### config.mk
export PLATFORM = sky130hd
export DESIGN_NAME = mul_div_unit_flat
export DESIGN_NICKNAME = d
export VERILOG_FILES = /design/src/rtl/mul_div_unit_if.sv /design/src/rtl/mul_div_unit.sv /design/src/flat_wrapper.sv
export SDC_FILE = /design/constraint.sdc
export NUM_CORES = 1
export LEC_CHECK = 0
export BUFFER_PORTS_ARGS = -buffer_cell sky130_fd_sc_hd__buf_2
export CAP_MARGIN = 10
export CORE_MARGIN = 10
export CORE_UTILIZATION = 60
export DETAILED_ROUTE_END_ITERATION = 8
export PLACE_DENSITY = 0.87
export SETUP_SLACK_MARGIN = 0.2
export SLEW_MARGIN = 20
export SYNTH_ARGS = -nofsm -noshare
export SYNTH_HDL_FRONTEND = slang
export SYNTH_SLANG_ARGS = --single-unit
### constraint.sdc
create_clock -name clk -period 4.6 [get_ports clk]
set_clock_uncertainty 0.1 [all_clocks]
set_input_delay 0.23 -clock clk [delete_from_list [all_inputs] [get_ports clk]]
set_output_delay 0.23 -clock clk [all_outputs]
set_load 0.02 [all_outputs]
### src/rtl/mul_div_unit_if.sv
// Request/result bundle between the EX stage and the multiply/divide unit.
// Pipeline side is the master; the unit is the slave.
interface mul_div_unit_if #(
  parameter int WIDTH = 32
);
  logic             start;
  logic [2:0]       op;
  logic [WIDTH-1:0] a;
  logic [WIDTH-1:0] b;
  logic             cancel;
  logic [WIDTH-1:0] hi;
  logic [WIDTH-1:0] lo;
  logic             busy;
  logic             done;

  modport master (
    output start, op, a, b, cancel,
    input  hi, lo, busy, done
  );

  modport slave (
    input  start, op, a, b, cancel,
    output hi, lo, busy, done
  );
endinterface

### src/rtl/mul_div_unit.sv
// Iterative MULT/MULTU/DIV/DIVU into HI/LO plus MTHI/MTLO; result WIDTH+1 edges after start.
// busy stalls HI/LO consumers; start while busy is dropped; cancel aborts without writing HI/LO.
module mul_div_unit #(
  parameter int WIDTH = 32,
  parameter int CNT_W = 6
) (
  input  logic         clk,
  input  logic         rst,
  mul_div_unit_if.slave bus
);
  typedef enum logic [1:0] {IDLE, CALC, FINISH} state_t;

  state_t           state;
  logic [CNT_W-1:0] cnt;
  logic             is_div;
  logic             sa;
  logic             sb;
  logic [WIDTH-1:0] opa;
  logic [WIDTH-1:0] opb;
  logic [WIDTH-1:0] acc_hi;
  logic [WIDTH-1:0] acc_lo;
  logic [WIDTH-1:0] hi_q;
  logic [WIDTH-1:0] lo_q;
  logic             done_q;

  logic             a_neg;
  logic             b_neg;
  logic [WIDTH-1:0] abs_a;
  logic [WIDTH-1:0] abs_b;
  logic [WIDTH:0]   mul_sum;
  logic [WIDTH:0]   div_shift;
  logic [WIDTH:0]   div_trial;
  logic [2*WIDTH-1:0] prod;
  logic [2*WIDTH-1:0] prod_fix;
  logic [WIDTH-1:0] quo_fix;
  logic [WIDTH-1:0] rem_fix;
  logic [WIDTH-1:0] a_raw;

  always_comb begin
    // Signed ops are 000 and 010; both have op[0]=0.
    a_neg     = ~bus.op[0] & bus.a[WIDTH-1];
    b_neg     = ~bus.op[0] & bus.b[WIDTH-1];
    abs_a     = a_neg ? -bus.a : bus.a;
    abs_b     = b_neg ? -bus.b : bus.b;
    mul_sum   = {1'b0, acc_hi} + (acc_lo[0] ? {1'b0, opa} : '0);
    div_shift = {acc_hi, acc_lo[WIDTH-1]};
    div_trial = div_shift - {1'b0, opb};
    prod      = {acc_hi, acc_lo};
    prod_fix  = (sa ^ sb) ? -prod : prod;
    quo_fix   = (sa ^ sb) ? -acc_lo : acc_lo;
    rem_fix   = sa ? -acc_hi : acc_hi;
    a_raw     = sa ? -opa : opa;
  end

  always_ff @(posedge clk) begin
    if (rst) begin
      state  <= IDLE;
      cnt    <= '0;
      is_div <= 1'b0;
      sa     <= 1'b0;
      sb     <= 1'b0;
      opa    <= '0;
      opb    <= '0;
      acc_hi <= '0;
      acc_lo <= '0;
      hi_q   <= '0;
      lo_q   <= '0;
      done_q <= 1'b0;
    end else begin
      done_q <= 1'b0;
      case (state)
        IDLE: begin
          if (bus.start && !bus.cancel) begin
            case (bus.op)
              3'b000, 3'b001, 3'b010, 3'b011: begin
                opa    <= abs_a;
                opb    <= abs_b;
                sa     <= a_neg;
                sb     <= b_neg;
                is_div <= bus.op[1];
                acc_hi <= '0;
                // Divide shifts the dividend out of acc_lo; multiply shifts the multiplier.
                acc_lo <= bus.op[1] ? abs_a : abs_b;
                cnt    <= '0;
                state  <= CALC;
              end
              3'b100:  hi_q <= bus.a;
              3'b101:  lo_q <= bus.a;
              default: ;
            endcase
          end
        end
        CALC: begin
          if (bus.cancel) begin
            state <= IDLE;
          end else begin
            if (is_div) begin
              // div_trial[WIDTH] set means the trial subtraction went negative: restore.
              if (div_trial[WIDTH]) begin
                acc_hi <= div_shift[WIDTH-1:0];
                acc_lo <= {acc_lo[WIDTH-2:0], 1'b0};
              end else begin
                acc_hi <= div_trial[WIDTH-1:0];
                acc_lo <= {acc_lo[WIDTH-2:0], 1'b1};
              end
            end else begin
              acc_hi <= mul_sum[WIDTH:1];
              acc_lo <= {mul_sum[0], acc_lo[WIDTH-1:1]};
            end
            if (cnt == CNT_W'(WIDTH - 1)) begin
              state <= FINISH;
            end else begin
              cnt <= cnt + 1'b1;
            end
          end
        end
        FINISH: begin
          state <= IDLE;
          if (!bus.cancel) begin
            done_q <= 1'b1;
            if (is_div) begin
              if (opb == '0) begin
                lo_q <= '1;
                hi_q <= a_raw;
              end else begin
                lo_q <= quo_fix;
                hi_q <= rem_fix;
              end
            end else begin
              hi_q <= prod_fix[2*WIDTH-1:WIDTH];
              lo_q <= prod_fix[WIDTH-1:0];
            end
          end
        end
        default: state <= IDLE;
      endcase
    end
  end

  assign bus.hi   = hi_q;
  assign bus.lo   = lo_q;
  assign bus.busy = (state != IDLE);
  assign bus.done = done_q;
endmodule

### src/flat_wrapper.sv
// flat-port wrapper written by rule: the top's interface ports become plain ports
module mul_div_unit_flat 
#(
  parameter int WIDTH = 32,
  parameter int CNT_W = 6
)
  (clk, rst, bus_start, bus_op, bus_a, bus_b, bus_cancel, bus_hi, bus_lo, bus_busy, bus_done);
  mul_div_unit_if #(.WIDTH(WIDTH)) bus_i ();
  input  logic clk;
  input  logic rst;
  input wire logic [$bits(bus_i.start)-1:0] bus_start;
  input wire logic [$bits(bus_i.op)-1:0] bus_op;
  input wire logic [$bits(bus_i.a)-1:0] bus_a;
  input wire logic [$bits(bus_i.b)-1:0] bus_b;
  input wire logic [$bits(bus_i.cancel)-1:0] bus_cancel;
  output wire logic [$bits(bus_i.hi)-1:0] bus_hi;
  output wire logic [$bits(bus_i.lo)-1:0] bus_lo;
  output wire logic [$bits(bus_i.busy)-1:0] bus_busy;
  output wire logic [$bits(bus_i.done)-1:0] bus_done;
  assign bus_i.start = bus_start;
  assign bus_i.op = bus_op;
  assign bus_i.a = bus_a;
  assign bus_i.b = bus_b;
  assign bus_i.cancel = bus_cancel;
  assign bus_hi = bus_i.hi;
  assign bus_lo = bus_i.lo;
  assign bus_busy = bus_i.busy;
  assign bus_done = bus_i.done;
  mul_div_unit #(.WIDTH(WIDTH), .CNT_W(CNT_W)) u_core (.clk(clk), .rst(rst), .bus(bus_i));
endmodule
==> run_summary.xml <==
<?xml version="1.0" encoding="UTF-8"?>
<metrics>
  <group name="critical_path">
    <metric name="critical_path.endpoint_type" unit="">flip-flop</metric>
    <metric name="worst_r2r_path_depth" unit="">14</metric>
    <metric name="crit_arrival" unit="ps">4310</metric>
    <metric name="timing.setup.critical_path_class" unit="">flip-flop to flip-flop</metric>
    <metric name="cp_num_buf_inv" unit="">3</metric>
    <metric name="rr_startpoint" unit="">u_core.acc_lo[31]$_SDFFE_PP0P_</metric>
    <metric name="setup.worst_path.start_class" unit="">flip-flop</metric>
    <metric name="critical_path_required" unit="ps">4920</metric>
    <metric name="crit_path_cell_trace" unit="">inv_1, ha_1, fa_1, nand2b_1, a21oi_1, o21ai_0, o211ai_1, buf_4, a21oi_1, a21oi_1, xor2_4, buf_4, mux2i_1, a221o_1</metric>
    <metric name="cp_most_frequent_cell" unit="">a21oi_1</metric>
    <metric name="startpoint" unit="">u_core.acc_lo[31]$_SDFFE_PP0P_</metric>
    <metric name="cpPeakStageDelay" unit="ps">460</metric>
    <metric name="regToRegEndpoint" unit="">u_core.acc_hi[1]$_SDFFE_PP0P_</metric>
    <metric name="path_delay_family" unit="">compound AO/OA/AOI/OAI gates</metric>
    <metric name="critical_path_fanouts_max" unit="">30</metric>
    <metric name="timing.critical_path.to" unit="">u_core.acc_hi[1]$_SDFFE_PP0P_</metric>
    <metric name="crit_cells" unit="">14</metric>
    <metric name="r2r_slack" unit="ps">610</metric>
    <metric name="critical-path-slowest-cell" unit="">dfxtp_1</metric>
  </group>
  <group name="synth">
    <metric name="post_synth_and_or_nand_nor_area_fraction" unit="%">22.0</metric>
    <metric name="syn-cell-area" unit="um2">17600</metric>
    <metric name="biggest_area_consumer_among_synthesized_cells" unit="">dfxtp_1</metric>
    <metric name="synth_top_flop_cell" unit="">dfxtp_1</metric>
    <metric name="post_synth_main_area_contributors" unit="">dfxtp_1, nor2_1, a21oi_1</metric>
    <metric name="dominant_combinational_cell_family_by_area_after_synthesis" unit="">compound AO/OA/AOI/OAI gates</metric>
    <metric name="synth_edf_count" unit="">0</metric>
    <metric name="ys_warn_count" unit="">0</metric>
    <metric name="yosys.cell_types.count" unit="">78</metric>
    <metric name="synth-xor-area-share" unit="%">10.2</metric>
    <metric name="synthTopCellsByCount" unit="">nor2_1, nand2_1, dfxtp_1</metric>
    <metric name="ys_seq_elements" unit="">204</metric>
    <metric name="yosys.area_share.adder" unit="%">5.22</metric>
    <metric name="synthesis.nets" unit="">2544</metric>
    <metric name="netlist_instances" unit="">2401</metric>
    <metric name="synth.area.mux_share" unit="%">5.77</metric>
    <metric name="yosysMostFrequentCell" unit="">nor2_1</metric>
    <metric name="synthDominantCellAreaShare" unit="%">23.3</metric>
    <metric name="fraction_of_the_mapped_netlist_area_in_compound_gates" unit="%">28.0</metric>
    <metric name="yosysSeqAreaShare" unit="%">23.3</metric>
    <metric name="async_reset_ff_share" unit="%">0</metric>
    <metric name="syn-mean-instance-area" unit="um2">7.31</metric>
  </group>
  <group name="route">
    <metric name="highest_layer" unit="">met4</metric>
    <metric name="drt_first_iter_violations" unit="">2769</metric>
    <metric name="drtAntennaViolNets" unit="">0</metric>
    <metric name="drt_drc_violations_left" unit="">0</metric>
    <metric name="met1_length" unit="um">26000</metric>
    <metric name="wl_met2" unit="um">30300</metric>
    <metric name="met3_wirelength" unit="um">7750</metric>
    <metric name="detail_route.vias_per_cell" unit="">6.95</metric>
    <metric name="finalWirelength" unit="um">69000</metric>
    <metric name="wl_per_cell" unit="um">24.4</metric>
    <metric name="drt_pass1_iterations" unit="">6</metric>
    <metric name="num_vias" unit="">19600</metric>
  </group>
  <group name="hold_path">
    <metric name="hold_wc_path_type" unit="">input port to flip-flop</metric>
    <metric name="worst_hold_startpoint" unit="">bus_b[31]</metric>
  </group>
  <group name="placed_design">
    <metric name="place_ws" unit="ps">712</metric>
    <metric name="routabilityCongestion" unit="">1.08</metric>
    <metric name="dpl.hpwl" unit="um">52200</metric>
    <metric name="port_buffers" unit="">136</metric>
    <metric name="dp_cells" unit="">2773</metric>
  </group>
  <group name="finish">
    <metric name="final_layout_size_suffix_gt1_share" unit="%">10.5</metric>
    <metric name="number_of_nets_in_the_layout" unit="">2565</metric>
    <metric name="synthToLayoutAreaGrowth" unit="%">10.1</metric>
    <metric name="finalNonFillerCells" unit="">2823</metric>
    <metric name="antenna_diodes" unit="">0</metric>
  </group>
  <group name="floorplanning">
    <metric name="fp.dieW" unit="um">191</metric>
    <metric name="core.rowCount" unit="">62</metric>
    <metric name="floorplan_core_area" unit="um2">28800</metric>
    <metric name="die-area" unit="um2">36500</metric>
    <metric name="initial_utilization" unit="%">61.0</metric>
    <metric name="die-height" unit="um">191</metric>
    <metric name="ioPinCount" unit="">137</metric>
  </group>
  <group name="global_routing">
    <metric name="grt.overflow.total" unit="">0</metric>
    <metric name="grt_start_max_net_pins" unit="">78</metric>
    <metric name="first_global_vias" unit="">18500</metric>
    <metric name="wire_length_of_the_first_global_routing_pass" unit="um">105000</metric>
    <metric name="grt_usage" unit="%">36.3</metric>
    <metric name="grt_antenna_before_repair" unit="">1</metric>
  </group>
  <group name="cts">
    <metric name="ctsRootBufferMaster" unit="">clkbuf_16</metric>
    <metric name="h-tree-depth" unit="">1</metric>
    <metric name="clk_path_buf_depth" unit="">3</metric>
    <metric name="post_cts_resize_count" unit="">0</metric>
    <metric name="cts_sinks" unit="">204</metric>
    <metric name="cts_setup_buffers" unit="">0</metric>
    <metric name="clk_transition_reported_paths" unit="ps">60</metric>
    <metric name="tritoncts" unit="">yes</metric>
    <metric name="cts_buffers" unit="">24</metric>
    <metric name="clock_insertion_delay_worst_skew" unit="ps">570</metric>
  </group>
  <group name="pwr">
    <metric name="total_power" unit="mW">5.27</metric>
    <metric name="ir_drop" unit="mV">0.347</metric>
    <metric name="power.density" unit="nW/um2">273</metric>
    <metric name="power.static_leakage" unit="nW">7.61</metric>
  </group>
  <group name="timing">
    <metric name="finalCritPeriodShare" unit="%">86.8</metric>
    <metric name="fmax" unit="MHz">250</metric>
    <metric name="maxSlewHeadroom" unit="%">28.6</metric>
    <metric name="rsz0062_at_grt" unit="">no</metric>
    <metric name="total_of_endpoints_with_negative_setup_slack_in_the_final_report" unit="">0</metric>
    <metric name="sum_of_negative_setup_slack" unit="ps">0</metric>
    <metric name="worst_slew_pin_slew" unit="ps">1060</metric>
    <metric name="period_minus_slack" unit="ps">3990</metric>
    <metric name="hold_viol_final" unit="">0</metric>
    <metric name="hold-worst-slack" unit="ps">5.64</metric>
    <metric name="post-route-worst-setup-slack" unit="ps">605</metric>
    <metric name="final-max-slew-violation-count" unit="">0</metric>
  </group>
  <group name="outcome">
    <metric name="run_status" unit="">completed</metric>
  </group>
  <group name="flow_run">
    <metric name="drv_cap" unit="">0</metric>
  </group>
</metrics>
-- logic make-up after synthesis --
kind of cell / count (synthesis)
flip-flops: 204
AND/OR/NAND/NOR: 817
multiplexers: 96
AO/OA/AOI/OAI: 753
adder cells (fa/ha/maj): 72
buffers and inverters: 254
XOR/XNOR: 205
-- registers in the layout (all words and copies together), names as in the netlist --
name             flops
u_core.state         2
u_core.acc_lo       32
u_core.sb            1
u_core.bus.hi       32
u_core.acc_hi       32
u_core.bus.done      1
u_core.is_div        1
u_core.sa            1
u_core.opb          32
u_core.opa          32
u_core.cnt           6
u_core.bus.lo       32
-- cell usage in the layout, fill, tap and decap left out, types with 7 or more instances in the layout --
| cell | n |
|---|---|
| a2111oi_0 | 9 |
| a211oi_1 | 100 |
| a21o_1 | 35 |
| a21oi_1 | 196 |
| a22oi_1 | 21 |
| a311oi_1 | 8 |
| a31oi_1 | 24 |
| a41oi_1 | 7 |
| and2_1 | 43 |
| and3_1 | 17 |
| buf_2 | 135 |
| buf_4 | 38 |
| clkbuf_16 | 24 |
| dfxtp_1 | 202 |
| dlygate4sd3_1 | 7 |
| ha_1 | 70 |
| inv_1 | 68 |
| mux2i_1 | 90 |
| nand2_1 | 216 |
| nand2b_1 | 31 |
| nand3_1 | 40 |
| nand4_1 | 16 |
| nor2_1 | 260 |
| nor2b_1 | 13 |
| nor3_1 | 67 |
| nor4_1 | 38 |
| o2111ai_1 | 7 |
| o211ai_1 | 31 |
| o21a_1 | 13 |
| o21ai_0 | 157 |
| o221ai_1 | 30 |
| o31ai_1 | 34 |
| o41ai_1 | 14 |
| or3_1 | 24 |
| or4_1 | 15 |
| xnor2_1 | 98 |
| xor2_1 | 104 |
-- repair_timing --
| item | 4_1_cts | 5_1_grt |
|---|---|---|
| hold buffers | 7 | 0 |
| hold endpoints to repair | 7 | 0 |
| endpoints found under the setup margin | 0 | 0 |
-- per-layer routing --
metal | track usage, % | up-vias
met4 | 22.0 | 0
met3 | 8.25 | 328
met5 | 0 | -
li1 | - | 8807
met2 | 56.6 | 1316
met1 | 44.8 | 9162
-- power breakdown --
| group | internal, mW | total, mW | switching (mW) | leakage, nW |
|---|---|---|---|---|
| Combinational | 0.401 | 1.20 | 0.795 | 5.52 |
| Sequential | 1.82 | 1.93 | 0.103 | 1.66 |
| Clock | 1.31 | 2.15 | 0.839 | 0.426 |
-- worst min-delay path, cell delays in order --
cell and delay [ps]:
buf_2 120, o21a_1 130, nand2_1 80, a21oi_1 60
-- cell type report --
| cell class | count | area (um2) |
|---|---|---|
| Multi-Input combinational cell | 1943 | 12600 |
| Fill cell | 2473 | 9450 |
| Sequential cell | 204 | 4090 |
| Timing Repair Buffer | 180 | 1030 |
| Clock buffer | 30 | 663 |
| Tap cell | 384 | 480 |
| Inverter | 69 | 259 |
| Clock inverter | 13 | 226 |
-- stage by stage --
step,cell area [um2],util [%]
3_5_place_dp,18400,63.8
2_1_floorplan,17600,-
6_report,19300,67.2
4_1_cts,19300,67.2
3_3_place_gp,18400,63.8
5_1_grt,19300,67.2
-- worst min path at each step --
| stage | endpoint | slack (ps) | depth (start not counted) |
|---|---|---|---|
| 2_1_floorplan | u_core.opb[0]$_SDFFE_PP0P_ | 270 | 2 |
| 3_3_place_gp | u_core.bus.hi[30]$_SDFFE_PP0P_ | 330 | 2 |
| 3_5_place_dp | u_core.bus.lo[4]$_SDFFE_PP0P_ | 340 | 2 |
| 4_1_cts | u_core.opb[31]$_SDFFE_PP0P_ | 0.9 | 4 |
| 5_1_grt | u_core.bus.hi[7]$_SDFFE_PP0P_ | 8 | 3 |
| 6_report | u_core.opb[31]$_SDFFE_PP0P_ | 6 | 4 |
(Power assumes the default switching activity.)
